===== src/rtl/stopwatch_bcd.sv =====
// -----------------------------------------------------------------------------
// stopwatch_bcd
//
// Purpose
//   Turns rising edges of the divided lab clock (tick_clk_i) into one-cycle
//   ticks in the clk_i domain and counts them in an NDIGITS-digit BCD counter.
//   The counter is controlled by start/stop/clear and drives the display logic.
//
// Parameters
//   NDIGITS      number of BCD digits (count range 0 .. 10^NDIGITS-1)
//   SYNC_STAGES  synchronizer depth on tick_clk_i (must be >= 2)
//
// Ports
//   clk_i        system clock
//   rst_ni       asynchronous active-low reset
//   tick_clk_i   divided clock to be edge-detected
//   start_i      level, enter/resume RUN
//   stop_i       level, RUN -> PAUSE
//   clear_i      level, any state -> IDLE and count zeroed
//   lap_i        capture current count into lap_bcd_o
//   bcd_o        count, digit 0 in bits [3:0]
//   lap_bcd_o    captured lap value
//   running_o    high while in RUN
//   tick_o       one-cycle pulse per rising edge of tick_clk_i
//   wrap_o       one-cycle pulse when the count wraps from all 9s to 0
//
// Configuration
//   STOPWATCH_LAP_EN  when defined, lap capture is built; otherwise lap_i is
//                     ignored and lap_bcd_o is constant zero.
// -----------------------------------------------------------------------------
module stopwatch_bcd #(
  parameter int unsigned NDIGITS     = 4,
  parameter int unsigned SYNC_STAGES = 2
) (
  input  logic                 clk_i,
  input  logic                 rst_ni,
  input  logic                 tick_clk_i,
  input  logic                 start_i,
  input  logic                 stop_i,
  input  logic                 clear_i,
  input  logic                 lap_i,
  output logic [4*NDIGITS-1:0] bcd_o,
  output logic [4*NDIGITS-1:0] lap_bcd_o,
  output logic                 running_o,
  output logic                 tick_o,
  output logic                 wrap_o
);

  localparam int unsigned W = 4 * NDIGITS;

  typedef enum logic [1:0] {
    S_IDLE,
    S_RUN,
    S_PAUSE
  } state_e;

  // ---------------------------------------------------------------------------
  // Synchronizer and rising-edge detector
  // ---------------------------------------------------------------------------
  logic [SYNC_STAGES-1:0] sync_q;
  logic                   prev_q;
  logic                   tick_q;
  logic                   sync_last;

  assign sync_last = sync_q[SYNC_STAGES-1];

  // prev_q resets to 0, so a tick_clk_i that is already high at reset release
  // is seen as a rising edge and produces exactly one tick.
  always_ff @(posedge clk_i or negedge rst_ni) begin
    if (!rst_ni) begin
      sync_q <= '0;
      prev_q <= 1'b0;
      tick_q <= 1'b0;
    end else begin
      sync_q <= {sync_q[SYNC_STAGES-2:0], tick_clk_i};
      prev_q <= sync_last;
      tick_q <= sync_last & ~prev_q;
    end
  end

  // ---------------------------------------------------------------------------
  // Control FSM
  // ---------------------------------------------------------------------------
  state_e state_q, state_d;
  logic   running_q, running_d;

  always_comb begin
    state_d = state_q;
    unique case (state_q)
      S_IDLE: begin
        if (clear_i)      state_d = S_IDLE;
        else if (stop_i)  state_d = S_IDLE;
        else if (start_i) state_d = S_RUN;
      end
      S_RUN: begin
        if (clear_i)      state_d = S_IDLE;
        else if (stop_i)  state_d = S_PAUSE;
      end
      S_PAUSE: begin
        if (clear_i)      state_d = S_IDLE;
        else if (stop_i)  state_d = S_PAUSE;
        else if (start_i) state_d = S_RUN;
      end
      default: state_d = S_IDLE;
    endcase
    running_d = (state_d == S_RUN);
  end

  always_ff @(posedge clk_i or negedge rst_ni) begin
    if (!rst_ni) begin
      state_q   <= S_IDLE;
      running_q <= 1'b0;
    end else begin
      state_q   <= state_d;
      running_q <= running_d;
    end
  end

  // ---------------------------------------------------------------------------
  // BCD counter
  // ---------------------------------------------------------------------------
  logic [W-1:0] bcd_q, bcd_d;
  logic [W-1:0] bcd_inc;
  logic         carry;
  logic         inc_en;
  logic         wrap_q, wrap_d;

  // Ripple +1 across the digits; the carry out of the top digit is only set
  // when every digit was 9, which is exactly the wrap condition.
  always_comb begin
    bcd_inc = bcd_q;
    carry   = 1'b1;
    for (int unsigned d = 0; d < NDIGITS; d++) begin
      if (carry) begin
        if (bcd_q[4*d +: 4] == 4'd9) begin
          bcd_inc[4*d +: 4] = 4'd0;
          carry             = 1'b1;
        end else begin
          bcd_inc[4*d +: 4] = bcd_q[4*d +: 4] + 4'd1;
          carry             = 1'b0;
        end
      end
    end
  end

  // Counting uses the registered state, so a tick coinciding with stop_i is
  // still counted; clear_i overrides any same-cycle increment.
  always_comb begin
    inc_en = (state_q == S_RUN) && tick_q;
    bcd_d  = bcd_q;
    wrap_d = 1'b0;
    if (clear_i) begin
      bcd_d = '0;
    end else if (inc_en) begin
      bcd_d  = bcd_inc;
      wrap_d = carry;
    end
  end

  always_ff @(posedge clk_i or negedge rst_ni) begin
    if (!rst_ni) begin
      bcd_q  <= '0;
      wrap_q <= 1'b0;
    end else begin
      bcd_q  <= bcd_d;
      wrap_q <= wrap_d;
    end
  end

  // ---------------------------------------------------------------------------
  // Lap capture
  // ---------------------------------------------------------------------------
`ifdef STOPWATCH_LAP_EN
  logic [W-1:0] lap_q, lap_d;

  // Captures the count as it stands before any same-cycle increment.
  always_comb begin
    lap_d = lap_q;
    if (clear_i) begin
      lap_d = '0;
    end else if (lap_i && (state_q != S_IDLE)) begin
      lap_d = bcd_q;
    end
  end

  always_ff @(posedge clk_i or negedge rst_ni) begin
    if (!rst_ni) begin
      lap_q <= '0;
    end else begin
      lap_q <= lap_d;
    end
  end

  assign lap_bcd_o = lap_q;
`else
  logic unused_lap;
  assign unused_lap = lap_i;
  assign lap_bcd_o  = '0;
`endif

  // ---------------------------------------------------------------------------
  // Outputs
  // ---------------------------------------------------------------------------
  assign bcd_o     = bcd_q;
  assign running_o = running_q;
  assign tick_o    = tick_q;
  assign wrap_o    = wrap_q;

endmodule


===== config.mk =====
export PLATFORM = sky130hd
export DESIGN_NAME = stopwatch_bcd
export DESIGN_NICKNAME = d
export VERILOG_FILES = /design/src/rtl/stopwatch_bcd.sv
export SDC_FILE = /design/constraint.sdc
export NUM_CORES = 1
export LEC_CHECK = 0
export CAP_MARGIN = 10
export CORE_AREA = 2 2 50 75
export DETAILED_ROUTE_END_ITERATION = 7
export DIE_AREA = 0 0 52 77
export GPL_TIMING_DRIVEN = 1
export PLACE_DENSITY_LB_ADDON = 0.08
export SYNTH_ARGS = -nofsm -noshare
export SYNTH_HDL_FRONTEND = slang
export SYNTH_SLANG_ARGS = --single-unit

===== constraint.sdc =====
create_clock -name clk_i -period 1.5 [get_ports clk_i]
set_input_delay 0.15 -clock clk_i [delete_from_list [all_inputs] [get_ports clk_i]]
set_output_delay 0.15 -clock clk_i [all_outputs]
set_load 0.02 [all_outputs]

==> impl_results.html <==
<table>
<tr><th>Metric</th><th>Value</th></tr>
<tr><th colspan="2">Power</th></tr>
<tr><td>Power Dens Cells</td><td>725 nW/um2</td></tr>
<tr><td>Pint</td><td>1.02 mW</td></tr>
<tr><td>Switching Fraction</td><td>26.9%</td></tr>
<tr><td>Clock share of power</td><td>31.5%</td></tr>
<tr><td>Leakage</td><td>1.01 nW</td></tr>
<tr><td>Sequential Power Share</td><td>49.3%</td></tr>
<tr><td>Total Power Consumption</td><td>1.39 mW</td></tr>
<tr><td>Total net switching power</td><td>374 uW</td></tr>
<tr><td>Relative contribution of combinational cells to total power</td><td>19.2%</td></tr>
<tr><td>Largest vdd supply drop</td><td>0.547 mV</td></tr>
<tr><th colspan="2">Worst setup path</th></tr>
<tr><td>Arrival @ worst endpoint</td><td>1890 ps</td></tr>
<tr><td>CP max stage delay</td><td>440 ps</td></tr>
<tr><td>Type of the worst setup path</td><td>register to register</td></tr>
<tr><td>Cell type group with the largest total delay on the critical path</td><td>simple AND/OR/NAND/NOR gates</td></tr>
<tr><td>Critical path buffer and inverter count</td><td>2</td></tr>
<tr><td>Largest driver fanout on the critical path</td><td>5</td></tr>
<tr><td>Required time worst endpoint</td><td>1700 ps</td></tr>
<tr><td>Critical Path Source Type</td><td>register</td></tr>
<tr><td>Critical Path End Type</td><td>register</td></tr>
<tr><td>Cell at the slowest stage of the critical path</td><td>dfrtp_2</td></tr>
<tr><td>Critical-path cell list</td><td>ha_4 -&gt; and3b_2 -&gt; buf_4 -&gt; buf_4 -&gt; or3_1 -&gt; a21oi_2</td></tr>
<tr><td>Cell seen most often among critical-path stages</td><td>buf_4</td></tr>
<tr><th colspan="2">Logic synthesis</th></tr>
<tr><td>Number of warnings reported in the yosys synthesis log</td><td>0</td></tr>
<tr><td>Top post-synthesis cells by area</td><td>dfrtp_1, buf_4, ha_1</td></tr>
<tr><td>Mean area per synthesized cell</td><td>9.81 um2</td></tr>
<tr><td>Mapped Cells</td><td>136</td></tr>
<tr><td>Post-synthesis sequential element count</td><td>24</td></tr>
<tr><td>Yosys top cell area share</td><td>45.0%</td></tr>
<tr><td>Syn Std Cell Area</td><td>1330 um2</td></tr>
<tr><td>Number of enable-type register cells in the synthesized netlist</td><td>0</td></tr>
<tr><td>Most instantiated cells after synthesis</td><td>dfrtp_1, buf_4, a21oi_1</td></tr>
<tr><td>Most frequently used cell type in the post-synthesis netlist</td><td>dfrtp_1</td></tr>
<tr><td>Count of cell types in the netlist</td><td>34</td></tr>
<tr><td>Async set-reset flop share out of synthesis</td><td>100%</td></tr>
<tr><td>Post-synth top flop</td><td>dfrtp_1</td></tr>
<tr><td>Fraction of the yosys area taken by sequential cells</td><td>45.0%</td></tr>
<tr><td>Yosys top cell by area</td><td>dfrtp_1</td></tr>
<tr><th colspan="2">Job</th></tr>
<tr><td>Count of max-cap constraint violations</td><td>0</td></tr>
<tr><th colspan="2">Run status</th></tr>
<tr><td>Violated checks</td><td>setup timing</td></tr>
<tr><td>Run status</td><td>complete, but fails checks</td></tr>
<tr><th colspan="2">Clock network</th></tr>
<tr><td># H-tree levels</td><td>1</td></tr>
<tr><td>Clock Latency Late Sink</td><td>260 ps</td></tr>
<tr><td>CTS clock-pin slew for the worst setup and hold paths</td><td>80 ps</td></tr>
<tr><td>Post-cts hold buffer count</td><td>0</td></tr>
<tr><td>CTS tree</td><td>built</td></tr>
<tr><td>Cts bufs inserted</td><td>3</td></tr>
<tr><td>CTS Root Buffer Type</td><td>clkbuf_8</td></tr>
<tr><td>CTS sink count</td><td>24</td></tr>
<tr><td>Longest Clk Path Bufs</td><td>2</td></tr>
<tr><th colspan="2">Floorplanning</th></tr>
<tr><td>Row count</td><td>26</td></tr>
<tr><td>X dimension of the die</td><td>52 um</td></tr>
<tr><td>Total Die Area</td><td>4000 um2</td></tr>
<tr><td>Starting density of the core</td><td>39.8%</td></tr>
<tr><td>Number of top-level pins</td><td>42</td></tr>
<tr><td>Placeable core region</td><td>3350 um2</td></tr>
<tr><td>Height of the die</td><td>77 um</td></tr>
<tr><th colspan="2">Place</th></tr>
<tr><td>Weighted congestion at the end of routability-driven global placement</td><td>0.724</td></tr>
<tr><td>DP Cell Count</td><td>222</td></tr>
<tr><td>Port buffer count</td><td>24</td></tr>
<tr><td>Total half-perimeter wirelength after legalization and detailed placement</td><td>2090 um</td></tr>
<tr><th colspan="2">STA</th></tr>
<tr><td>Period utilisation layout</td><td>112%</td></tr>
<tr><td>Final setup slack of the worst path</td><td>-186 ps</td></tr>
<tr><td>Number of max-slew violations in the final report</td><td>0</td></tr>
<tr><td>Final setup violating endpoints</td><td>13</td></tr>
<tr><td>Final sum of negative setup slack</td><td>-1130 ps</td></tr>
<tr><td>Final Skew</td><td>1.33 ps</td></tr>
<tr><td>Tightest hold margin</td><td>244 ps</td></tr>
<tr><td>Final hold violation count</td><td>0</td></tr>
<tr><td>Min Clock Period, post-route</td><td>1690 ps</td></tr>
<tr><td>Fmax</td><td>0.593 GHz</td></tr>
<tr><td>Setup repair after global routing missed its margin</td><td>true</td></tr>
<tr><th colspan="2">GRT</th></tr>
<tr><td>Vias in the first global route</td><td>1084</td></tr>
<tr><td>Pin count of the biggest net entering global routing</td><td>25</td></tr>
<tr><td>Global-route wire length before repair</td><td>4790 um</td></tr>
<tr><td>GRT Total Usage</td><td>15.6%</td></tr>
<tr><td>Antenna violations before repair</td><td>0</td></tr>
<tr><td>Overflow left after global routing</td><td>0</td></tr>
<tr><th colspan="2">Finish</th></tr>
<tr><td>Number of inserted filler cells in the final layout</td><td>309</td></tr>
<tr><td>Post-route non-filler standard cell count</td><td>230</td></tr>
<tr><td>Diodes inserted</td><td>0</td></tr>
<tr><td>P&amp;R area growth vs syn</td><td>43.9%</td></tr>
<tr><td># nets final</td><td>202</td></tr>
<tr><td>Layout cells sized above 1</td><td>30.9%</td></tr>
<tr><th colspan="2">Route</th></tr>
<tr><td>Vias per cell</td><td>4.69</td></tr>
<tr><td>Average routed wire per standard cell</td><td>12.5 um</td></tr>
<tr><td>First-pass DRT Iterations</td><td>4</td></tr>
<tr><td>Via count of the routed design</td><td>1078</td></tr>
<tr><td>Sum of routed wire length over all layers</td><td>2870 um</td></tr>
<tr><td>Remaining DRCs</td><td>0</td></tr>
<tr><td>DRT antenna net count</td><td>0</td></tr>
<tr><td>Number of violations reported at the end of detailed-routing iteration 0</td><td>19</td></tr>
<tr><th colspan="2">Hold path</th></tr>
<tr><td>Kind of path behind the tightest hold check</td><td>input pin to async pin</td></tr>
</table>
## logic make-up after synthesis
| family | count (synthesis) | share of synthesized area, % |
|---|---|---|
| AOI/OAI and AO/OA | 24 | 10.2 |
| buffers and inverters | 27 | 12.9 |
| DFF | 24 | 45.0 |
| other | 1 | 0.281 |
| muxes | 1 | 0.750 |
| adders and majority gates | 6 | 5.63 |
| and+or+nand+nor | 50 | 23.3 |
| xor gates and xnor gates | 3 | 1.97 |
## state kept, by name, summed over array words and instances (netlist names)
| name | flops |
|---|---|
| tick_o | 1 |
| prev_q | 1 |
| bcd_o | 16 |
| running_o | 1 |
| wrap_o | 1 |
| state_q | 2 |
| sync_q | 2 |
## layer usage
layer	vias up	GRT usage [%]	routed length (um)	part of all wire, %
li1	538	-	-	-
met3	5	2.53	91	3.2
met1	515	17.9	1170	41
met4	0	7.11	57	2.0
met2	20	27.1	1550	54
met5	-	0	0	0
## worst register-to-register path, stage by stage, from the launching register on
cell and delay (ps):
dfrtp_2 440, ha_4 160, and3b_2 260, buf_4 150, buf_4 140, or3_1 360
a21oi_2 130
## worst paths after layout
check                      startpoint  slack, ps  cells after the start         to
setup / recovery             bcd_o[0]       -190                      6   bcd_o[2]
hold / removal                 rst_ni        240                      2  running_o
setup reg to reg             bcd_o[0]       -190                      6   bcd_o[2]
hold reg to reg             sync_q[0]        360                      0  sync_q[1]
max in group asynchronous      rst_ni       1000                      2   bcd_o[1]
min in group clk_i         tick_clk_i        330                      1  sync_q[0]
## area by class of cell
type / instances / area [um2] / area share (%)
inverters: 6 / 22.5 / 1.17
well taps: 42 / 52.6 / 2.74
flip-flops and latches: 24 / 606 / 31.6
repair buffers: 54 / 484 / 25.2
multi-input cells: 100 / 699 / 36.4
clock buffers: 4 / 55.1 / 2.87
## what timing repair did
action,4_1_cts,5_1_grt
cloned,0,0
setup endpoints to repair,22,20
resized for setup,25,18
endpoints found under the hold margin,0,0
buffers inserted,0,4
pin swaps,7,2
## power by group through the flow
stage	Clock [mW]	Sequential, mW	Combinational (mW)
after global placement	0	0.698	0.250
after floorplan	0	0.733	0.127
final	0.438	0.686	0.267
after global routing	0.477	0.689	0.291
after detailed placement	0	0.699	0.254
after CTS	0.454	0.686	0.263
## through the flow
stage	cell area [um2]	utilization [%]	worst slack, ps
5_1_grt	1920	57.3	-240
2_1_floorplan	1410	-	-198
4_1_cts	1830	54.7	-159
3_3_place_gp	1730	51.8	-171
3_5_place_dp	1730	51.8	-211
6_report	1920	57.3	-186
## placed cells by master (no fill, tap or decap), drive strengths merged
master and count:
nor3 4, dlygate4sd2 9, or3 7, or4b 1
a22o 1, conb 16, xor2 2, and3b 5
nand2 8, or2 1, nand4 3, o21ai 9
a21o 1, a21oi 11, inv 6, buf 30
nor2 6, dlymetal6s2s 6, and4bb 1, nand3b 2
o41ai 1, a22oi 1, nor2b 5, xnor2 1
dfrtp 24, clkdlybuf4s50 9, and4 1, mux2i 1
ha 6, nand3 4, nor4 2, clkbuf 4
(Power assumes the default switching activity.)
